**src/rtl/blit_pkg.sv**
```systemverilog
// Shared types and constants for the blitter data sequencer.
// Holds the sequencer state encoding and the LFU minterm selections used by software.
package blit_pkg;

  localparam int LFUC_W = 4;

  // Minterm index into LFUC is {srcd bit, dstd bit}
  localparam logic [LFUC_W-1:0] LFU_COPY = 4'b1100;
  localparam logic [LFUC_W-1:0] LFU_XOR  = 4'b0110;

  typedef enum logic [2:0] {
    IDLE,
    SRD,
    DRD,
    CALC,
    WR,
    DONE
  } blit_state_e;

  // First state of each byte: source read, else destination read, else straight to compute
  function automatic blit_state_e first_phase(input logic src_en, input logic dst_en);
    if (src_en) begin
      return SRD;
    end else if (dst_en) begin
      return DRD;
    end else begin
      return CALC;
    end
  endfunction

endpackage

```
**src/rtl/blit_mem_port.sv**
```systemverilog
// Request/acknowledge holding register for the blitter memory port.
// Fields are loaded only on issue, so they stay stable until the transaction is acknowledged.
module blit_mem_port #(
  parameter int DW = 8,
  parameter int AW = 20
) (
  input  logic          CLK,
  input  logic          RESETL,
  input  logic          issue,
  input  logic          issue_wr,
  input  logic [AW-1:0] issue_addr,
  input  logic          wdata_ld,
  input  logic [DW-1:0] wdata_in,
  input  logic          mem_ack,
  output logic          mem_req,
  output logic          mem_wr,
  output logic [AW-1:0] mem_addr,
  output logic [DW-1:0] mem_wdata
);

  // A new issue wins over completion so req can stay high across back-to-back phases
  always_ff @(posedge CLK or negedge RESETL) begin
    if (!RESETL) begin
      mem_req  <= 1'b0;
      mem_wr   <= 1'b0;
      mem_addr <= '0;
    end else if (issue) begin
      mem_req  <= 1'b1;
      mem_wr   <= issue_wr;
      mem_addr <= issue_addr;
    end else if (mem_req && mem_ack) begin
      mem_req <= 1'b0;
      mem_wr  <= 1'b0;
    end
  end

  always_ff @(posedge CLK or negedge RESETL) begin
    if (!RESETL) begin
      mem_wdata <= '0;
    end else if (wdata_ld) begin
      mem_wdata <= wdata_in;
    end
  end

endmodule

```
**src/rtl/blit_data_seq.sv**
```systemverilog
// Blitter data sequencer: fetches source/destination bytes, feeds the LFU slices and writes results back.
// Optional compare-inhibit feature enabled by defining BLIT_CMP_INHIBIT_EN.
module blit_data_seq
  import blit_pkg::*;
#(
  parameter int DW = 8,
  parameter int AW = 20,
  parameter int CW = 9
) (
  input  logic              CLK,
  input  logic              RESETL,
  input  logic              start,
  input  logic [AW-1:0]     src_addr,
  input  logic [AW-1:0]     dst_addr,
  input  logic [CW-1:0]     count,
  input  logic [LFUC_W-1:0] lfuc,
  input  logic              src_en,
  input  logic              dst_en,
  input  logic [DW-1:0]     pattern,
  output logic              mem_req,
  output logic              mem_wr,
  output logic [AW-1:0]     mem_addr,
  output logic [DW-1:0]     mem_wdata,
  input  logic              mem_ack,
  input  logic [DW-1:0]     mem_rdata,
  output logic [DW-1:0]     srcd,
  output logic [DW-1:0]     dstd,
  output logic [LFUC_W-1:0] lfuc_q,
  input  logic [DW-1:0]     lfu_dout,
`ifdef BLIT_CMP_INHIBIT_EN
  input  logic              cmp_en,
  input  logic [DW-1:0]     cmp_val,
  output logic              coll,
`endif
  output logic              busy,
  output logic              done
);

  blit_state_e   state;
  blit_state_e   next_state;
  logic [AW-1:0] saddr;
  logic [AW-1:0] daddr;
  logic [CW-1:0] cnt;
  logic [AW-1:0] saddr_nxt;
  logic [AW-1:0] daddr_nxt;
  logic [CW-1:0] cnt_nxt;
  logic          src_en_q;
  logic          dst_en_q;
  logic          ack_v;
  logic          accept;
  logic          cmp_hit;
  logic          issue;
  logic          issue_wr;
  logic [AW-1:0] issue_addr;

  assign ack_v  = mem_ack && mem_req;
  assign accept = (state == IDLE) && start;

`ifdef BLIT_CMP_INHIBIT_EN
  logic          cmp_en_q;
  logic [DW-1:0] cmp_val_q;

  assign cmp_hit = cmp_en_q && (srcd == cmp_val_q);

  // Compare settings are frozen per run; coll records any inhibited write since the last start
  always_ff @(posedge CLK or negedge RESETL) begin
    if (!RESETL) begin
      cmp_en_q  <= 1'b0;
      cmp_val_q <= '0;
      coll      <= 1'b0;
    end else if (accept) begin
      cmp_en_q  <= cmp_en;
      cmp_val_q <= cmp_val;
      coll      <= 1'b0;
    end else if (state == CALC && cmp_hit) begin
      coll <= 1'b1;
    end
  end
`else
  assign cmp_hit = 1'b0;
`endif

  // Next state plus next address/count; a memory phase is issued on entry so requests start without a bubble
  always_comb begin
    next_state = state;
    saddr_nxt  = saddr;
    daddr_nxt  = daddr;
    cnt_nxt    = cnt;
    unique case (state)
      IDLE: begin
        if (start) begin
          saddr_nxt = src_addr;
          daddr_nxt = dst_addr;
          cnt_nxt   = count;
          if (count == '0) begin
            next_state = DONE;
          end else begin
            next_state = first_phase(src_en, dst_en);
          end
        end
      end
      SRD: begin
        if (ack_v) begin
          saddr_nxt  = saddr + AW'(1);
          next_state = dst_en_q ? DRD : CALC;
        end
      end
      DRD: begin
        if (ack_v) begin
          next_state = CALC;
        end
      end
      CALC: begin
        if (cmp_hit) begin
          daddr_nxt = daddr + AW'(1);
          if (cnt != '0) begin
            cnt_nxt = cnt - CW'(1);
          end
          next_state = (cnt <= CW'(1)) ? DONE : first_phase(src_en_q, dst_en_q);
        end else begin
          next_state = WR;
        end
      end
      WR: begin
        if (ack_v) begin
          daddr_nxt = daddr + AW'(1);
          if (cnt != '0) begin
            cnt_nxt = cnt - CW'(1);
          end
          next_state = (cnt <= CW'(1)) ? DONE : first_phase(src_en_q, dst_en_q);
        end
      end
      DONE: begin
        next_state = IDLE;
      end
      default: begin
        next_state = IDLE;
      end
    endcase
    issue      = (next_state != state) &&
                 (next_state == SRD || next_state == DRD || next_state == WR);
    issue_wr   = (next_state == WR);
    issue_addr = (next_state == SRD) ? saddr_nxt : daddr_nxt;
  end

  always_ff @(posedge CLK or negedge RESETL) begin
    if (!RESETL) begin
      state    <= IDLE;
      saddr    <= '0;
      daddr    <= '0;
      cnt      <= '0;
      src_en_q <= 1'b0;
      dst_en_q <= 1'b0;
      lfuc_q   <= '0;
      srcd     <= '0;
      dstd     <= '0;
      busy     <= 1'b0;
      done     <= 1'b0;
    end else begin
      state <= next_state;
      saddr <= saddr_nxt;
      daddr <= daddr_nxt;
      cnt   <= cnt_nxt;
      busy  <= (next_state != IDLE) && (next_state != DONE);
      done  <= (next_state == DONE);
      if (accept) begin
        src_en_q <= src_en;
        dst_en_q <= dst_en;
        lfuc_q   <= lfuc;
        dstd     <= '0;
        if (!src_en) begin
          srcd <= pattern;
        end
      end
      if (state == SRD && ack_v) begin
        srcd <= mem_rdata;
      end
      if (state == DRD && ack_v) begin
        dstd <= mem_rdata;
      end
    end
  end

  blit_mem_port #(
    .DW(DW),
    .AW(AW)
  ) u_mem_port (
    .CLK       (CLK),
    .RESETL    (RESETL),
    .issue     (issue),
    .issue_wr  (issue_wr),
    .issue_addr(issue_addr),
    .wdata_ld  (state == CALC),
    .wdata_in  (lfu_dout),
    .mem_ack   (mem_ack),
    .mem_req   (mem_req),
    .mem_wr    (mem_wr),
    .mem_addr  (mem_addr),
    .mem_wdata (mem_wdata)
  );

endmodule

```
**config.mk**
```make
export PLATFORM = sky130hd
export DESIGN_NAME = blit_data_seq
export DESIGN_NICKNAME = d
export VERILOG_FILES = /design/src/rtl/blit_pkg.sv /design/src/rtl/blit_mem_port.sv /design/src/rtl/blit_data_seq.sv
export SDC_FILE = /design/constraint.sdc
export NUM_CORES = 1
export LEC_CHECK = 0
export CORE_MARGIN = 1.5
export CORE_UTILIZATION = 47
export CTS_CLUSTER_DIAMETER = 100
export DETAILED_ROUTE_END_ITERATION = 8
export GPL_ROUTABILITY_DRIVEN = 0
export PLACE_DENSITY = 0.75
export SETUP_SLACK_MARGIN = 0.5
export SLEW_MARGIN = 0
export SYNTH_ARGS = -nofsm -noshare
export SYNTH_HDL_FRONTEND = slang
export SYNTH_HIERARCHICAL = 1
export SYNTH_SLANG_ARGS = --single-unit
```
**constraint.sdc**
```tcl
create_clock -name CLK -period 3.6 [get_ports CLK]
set_input_delay 0.72 -clock CLK [delete_from_list [all_inputs] [get_ports CLK]]
set_output_delay 0.72 -clock CLK [all_outputs]
set_load 0.1 [all_outputs]
```
# Word level (Yosys, flattened, before mapping)
# Index checks and enable logic that the tools add are counted.
# word_totals
out_inout_bits	52
word_cells	81
input_bits	83
latchBits	0
ramBits	0
mem_count	0
regBits	106
rom_bits	0
# op_classes
n_reduce_logical	18
n_div	0
multipliers	0
shifts	0
magnitude_cmp	1
n_eq_ne	14
mux	30
bitwise	0
n_addsub	3
# ops
operator	count
20-bit 2-to-1 mux	5
20-bit case mux with 2 select lines	2
20-bit by 1-bit adder with 20-bit output, second input constant	2
8-bit 2-to-1 mux	5
9-bit 2-to-1 mux	3
3-bit 2-to-1 mux	6
9-bit case mux with 2 select lines	1
3-bit case mux with 5 select lines	1
3-bit by 2-bit equality test with 1-bit output, second input constant	3
3-bit equality test, second input constant	3
9-bit by 1-bit less-or-equal comparator with 1-bit output, second input constant	1
9-bit zero test	1
9-bit nonzero test	1
9-bit by 1-bit subtractor with 9-bit output, second input constant	1
2-bit nonzero test	4
3-bit by 1-bit equality test with 1-bit output, second input constant	2
1-bit logical AND	6
2-bit != test, second input constant	3
1-bit 2-to-1 mux	5
2-bit 2-to-1 mux	2
4-bit AND reduction	1
3-bit zero test	1
3-bit != test	1
3-bit != test, second input constant	1
other kinds (4)	5

# Logic depth before layout (Yosys ltp)
# depth
ltp_word	10
mapped_depth	11
ltp_nobuf	10

# Hierarchy
# The synthesis kept the hierarchy.
# by_module_without_submodules
module	area_each_um2	cells_per_inst	seq_area_each_um2	instances
blit_data_seq	4743.3	565	1901.8	1
blit_mem_port	1123.6	66	750.7	1

# Least setup slack after synthesis
# OpenSTA, ideal clock, no wires.
# synth_path
kind	register to register
from	reg u_mem_port.mem_req
to	reg u_mem_port.mem_addr[9]
stages_incl_launch_ff	8
t_required_ns	3.475
arrival_ns	2.824
setup_time_ns	0.125
path_buffers	0
period_less_slack_ns	2.950
setup_slack_ns	0.650
cell_sequence	dfrtp_1 > nand4_1 > nor3_1 > nand4_1 > mux2i_1 > a21o_1 > mux2_2 > mux2_2
# synth_via
word_cells_on_any_way	17
classes_between	eq/ne: 4; mux: 9; reduce/logical: 4
# synth_lines
element	line_no	source
from (decl)	blit_mem_port.sv:15	output logic mem_req,
from (signal assigned)	blit_mem_port.sv:24	mem_req <= 1'b0;
from (signal assigned)	blit_mem_port.sv:28	mem_req <= 1'b1;
from (signal assigned)	blit_mem_port.sv:32	mem_req <= 1'b0;
1-bit logical AND	blit_data_seq.sv:56	assign ack_v = mem_ack && mem_req;
20-bit 2-to-1 mux	blit_data_seq.sv:125	if (ack_v) begin
20-bit case mux with 2 select lines	blit_data_seq.sv:89	unique case (state)
net daddr_nxt[9]	blit_data_seq.sv:45	logic [AW-1:0] daddr_nxt;
20-bit 2-to-1 mux	blit_data_seq.sv:143	issue_addr = (next_state == SRD) ? saddr_nxt : daddr_nxt;
net issue_addr[9]	blit_data_seq.sv:54	logic [AW-1:0] issue_addr;
to (signal assigned)	blit_mem_port.sv:30	mem_addr <= issue_addr;
to (decl)	blit_mem_port.sv:17	output logic [AW-1:0] mem_addr,
# The timed path passes the listed nets, and every way through them passes these cells.
# A chain may end at the register's enable or synchronous reset.

# Final worst setup path
# layout_path
from	in count[3]
to	reg u_mem_port.mem_addr[8]
# layout_via
elab_chain_len	8
word_cells_on_any_way	12
classes_between	eq/ne: 4; mux: 4; reduce/logical: 4
# layout_rtl
element	line_no	source
from (decl)	blit_data_seq.sv:15	input logic [CW-1:0] count,
9-bit zero test *	blit_data_seq.sv:95	if (count == '0) begin
3-bit 2-to-1 mux *	blit_data_seq.sv:95	
3-bit 2-to-1 mux *	blit_data_seq.sv:91	if (start) begin
3-bit case mux with 5 select lines *	blit_data_seq.sv:89	
3-bit by 1-bit equality test with 1-bit output or 3-bit by 2-bit equality test with 1-bit output (tied branches)	blit_data_seq.sv:141	(next_state == SRD || next_state == DRD || next_state == WR);
1-bit logical OR (2 in a row)	blit_data_seq.sv:141	
1-bit logical AND *	blit_data_seq.sv:140	issue = (next_state != state) &&
net issue	blit_data_seq.sv:52	logic issue;
# Mark *: on every way through the listed nets, which the timed path passes. The rest lies on a longest branch.

==> metrics <==
status=finished clean; share of cells above drive strength 1=between 10% and 20%; Synthesized Nets=roughly 720; Post-Synth Adder-Cell Area=between 1 and 1.5%; clock sink count=106; Die Height=115 um; Worst EP required=~3.8 ns; I/O pins=135; Filler cells=roughly 1000; Slew Viols, Final=0; fin nets=850; DRT Wirelength=roughly 17000 um; max-cap viol count=0; synthesized area per cell=just over 9 um2; CTS tree=yes; fmax=about 340 MHz; final cycle utilization of the critical path=between 80% and 90%; DRC viols=0; Synth async-reset ratio=between 90% and 100%; grt ovf=0; Simple-Gate Fraction of Synth Area=about a fifth; final setup violating endpoints=0; top_reg_cell synth=dfrtp_1; routed wire length per instance=roughly 18 um; Arrival @ worst endpoint=approximately 3.2 ns; Worst Setup End Kind=flip-flop; Ys Warns=6; ANT cells=0; DR vias=roughly 5400; Longest Clk Path Bufs=2; Detailed Routing Iterations Pass 1=5; fin crit period=between 2 and 3 ns; crit start category=input pin; DR iter-0 viols=330; Core Rows=40; Post-synth EDFFs=0; Compound-Gate Fraction of Synth Area=17.7%; die width=~110 um; hpwl dp=around 12000 um; mux share of post-synthesis cell area=between 10% and 20%; CTS Root Cell=clkbuf_16; flops & latches, synth=around 110; Cell variety after synth=between 60 and 70; first-pass GRT wire length=between 20000 and 30000 um; die area=approximately 13000 um2; final core occ=a little under two thirds; largest family of logic cells by synthesized area=simple AND/OR/NAND/NOR gates; sequential fraction of the synthesis area=between 40% and 50%; worst-path fanout max=23; ANT nets after route=0; Hold-fix buffers, CTS=0; GRT Overall Usage=about 26%; CORE AREA=12100 um2; vias in the first global route=5381; clk_lat worst skew=~0.36 ns; via/cell ratio=5.80; number of buffers added on ports=roughly 130; CTS Buf Count=9; Worst-Margin Slew=1.01 ns; RSZ-0062 raised after global routing=false; Setup CP Type=input pin to flip-flop; post-synthesis xor/xnor area fraction=roughly 1.2%; hold slack=0.460 ns; mapped cell area=slightly below 6000 um2; final hold viol count=0; largest net degree at the start of global routing=between 60 and 70; Clock Pin Slew Worst Setup and Hold Paths=about 0.07 ns; clk_skew=between 0.005 and 0.006 ns; Starting Density=48.4%; CTS H-tree depth=3; worst hold path class=input pin to async pin; initial antenna violation count=0; max_slew headroom=about a third; Area Overhead vs Synth=31.4%; Cells after Synth=around 630; Setup TNS=0 ns
[metal layers]
layer | vias to the layer above | GRT usage (%) | wire length, um
met5 | - | 0 | 0
met4 | 0 | 9.47 | 485
met3 | 37 | 6.72 | 1200
met2 | 210 | 43.1 | 8000
met1 | 2613 | 32.3 | 6850
li1 | 2559 | - | -
[synthesized netlist by cell type (5+ instances only)]
cell type,n,share of area (%)
a31oi_1,7,0.75
mux2i_1,13,2.2
mux2_2,42,8.1
nand2b_1,5,0.53
a21o_1,5,0.64
clkbuf_1,25,1.6
nor3_1,16,1.4
nand4_1,14,1.5
nor4_1,9,0.96
ha_1,5,1.1
o22ai_1,9,0.96
dfrtp_1,106,45
o21ai_0,57,4.9
a21oi_1,38,3.2
nor2b_1,5,0.53
mux2_4,6,1.5
nand3_1,19,1.6
a22oi_1,9,1.2
o211ai_1,8,1.0
inv_1,13,0.83
nor2_1,51,3.3
and3_1,8,0.85
nand2_1,87,5.6
[sequential cells by signal, summed over array words and instances, names as in the netlist]
signal                cells
saddr                    20
cnt                       9
u_mem_port/mem_wdata      8
src_en_q                  1
done                      1
busy                      1
u_mem_port/mem_addr      20
daddr                    20
state                     3
dst_en_q                  1
u_mem_port/mem_wr         1
dstd                      8
srcd                      8
lfuc_q                    4
u_mem_port/mem_req        1
[stage by stage]
stage                     cells  instance area [um2]  worst slack (ns)
final                       935                 7710             0.646
after global routing        935                 7710             0.536
after detailed placement    916                 7400             0.190
after floorplan             631                 5870             0.650
after CTS                   932                 7680             0.541
after global placement      916                 7400             0.186
[worst max-delay path, stage by stage]
cell and delay (ns):
clkdlybuf4s50_1 0.43, nor4_1 0.46, nand3_1 0.24, a31o_2 0.31
nand2_1 0.15, o311a_2 0.20, a31o_2 0.13, buf_12 0.19
mux2_2 0.36
[cell usage in the layout (no fill, tap or decap), types with 4 or more instances in the layout]
| cell | netlist | layout |
|---|---|---|
| clkdlybuf4s50_1 | 0 | 133 |
| dfrtp_1 | 106 | 106 |
| nand2_1 | 87 | 87 |
| o21ai_0 | 57 | 57 |
| nor2_1 | 51 | 50 |
| mux2_2 | 42 | 42 |
| a21oi_1 | 38 | 38 |
| buf_4 | 0 | 20 |
| nand3_1 | 19 | 19 |
| nor3_1 | 16 | 16 |
| nand4_1 | 14 | 14 |
| inv_1 | 13 | 13 |
| mux2i_1 | 13 | 13 |
| a22oi_1 | 9 | 9 |
| nor4_1 | 9 | 9 |
| o22ai_1 | 9 | 9 |
| clkbuf_16 | 0 | 9 |
| o211ai_1 | 8 | 8 |
| and3_1 | 8 | 8 |
| a31oi_1 | 7 | 7 |
| mux2_4 | 6 | 6 |
| nor2b_1 | 5 | 5 |
| a21o_1 | 5 | 5 |
| nand2b_1 | 5 | 5 |
| ha_1 | 5 | 5 |
| and4_1 | 4 | 4 |
| xor2_1 | 4 | 4 |
| a311oi_1 | 4 | 4 |
| xnor2_1 | 4 | 4 |
[path summary, 6_finish.rpt]
kind                            from                     end  slack (ns)  depth (start not counted)
setup / recovery            count[3]  u_mem_port/mem_addr[8]        0.65                          9
hold reg to reg            lfuc_q[1]               lfuc_q[1]        0.48                          2
hold / removal                RESETL  u_mem_port/mem_addr[9]        0.46                          1
setup reg to reg            state[0]  u_mem_port/mem_addr[8]        0.72                          8
min in group CLK           lfuc_q[1]               lfuc_q[1]        0.48                          2
max in group asynchronous     RESETL               saddr[18]        2.32                          2
[final cells by class]
cell class | count | area [um2] | area share (%)
flip-flops and latches | 106 | 2650 | 34.4
repair buffers | 154 | 1500 | 19.5
clock inverters | 6 | 50.0 | 0.649
inverters | 14 | 52.6 | 0.682
well taps | 168 | 210 | 2.73
clock buffers | 10 | 229 | 2.97
multi-input cells | 477 | 3010 | 39.1
[kinds of logic after synthesis]
kind of cell               count (synthesis)
muxes                                     61
AOI/OAI and AO/OA                        166
buffers and inverters                     48
DFF                                      106
adders and majority gates                  5
xor gates and xnor gates                   8
and+or+nand+nor                          237
[what timing repair did]
| action | in CTS | in global routing |
|---|---|---|
| setup endpoints to repair | 0 | 20 |
| setup buffers | 0 | 3 |
| gates resized for setup | 0 | 2 |
Power is not shown: default switching activity piles up to over one toggle a cycle in this logic, so the estimate is an artifact.
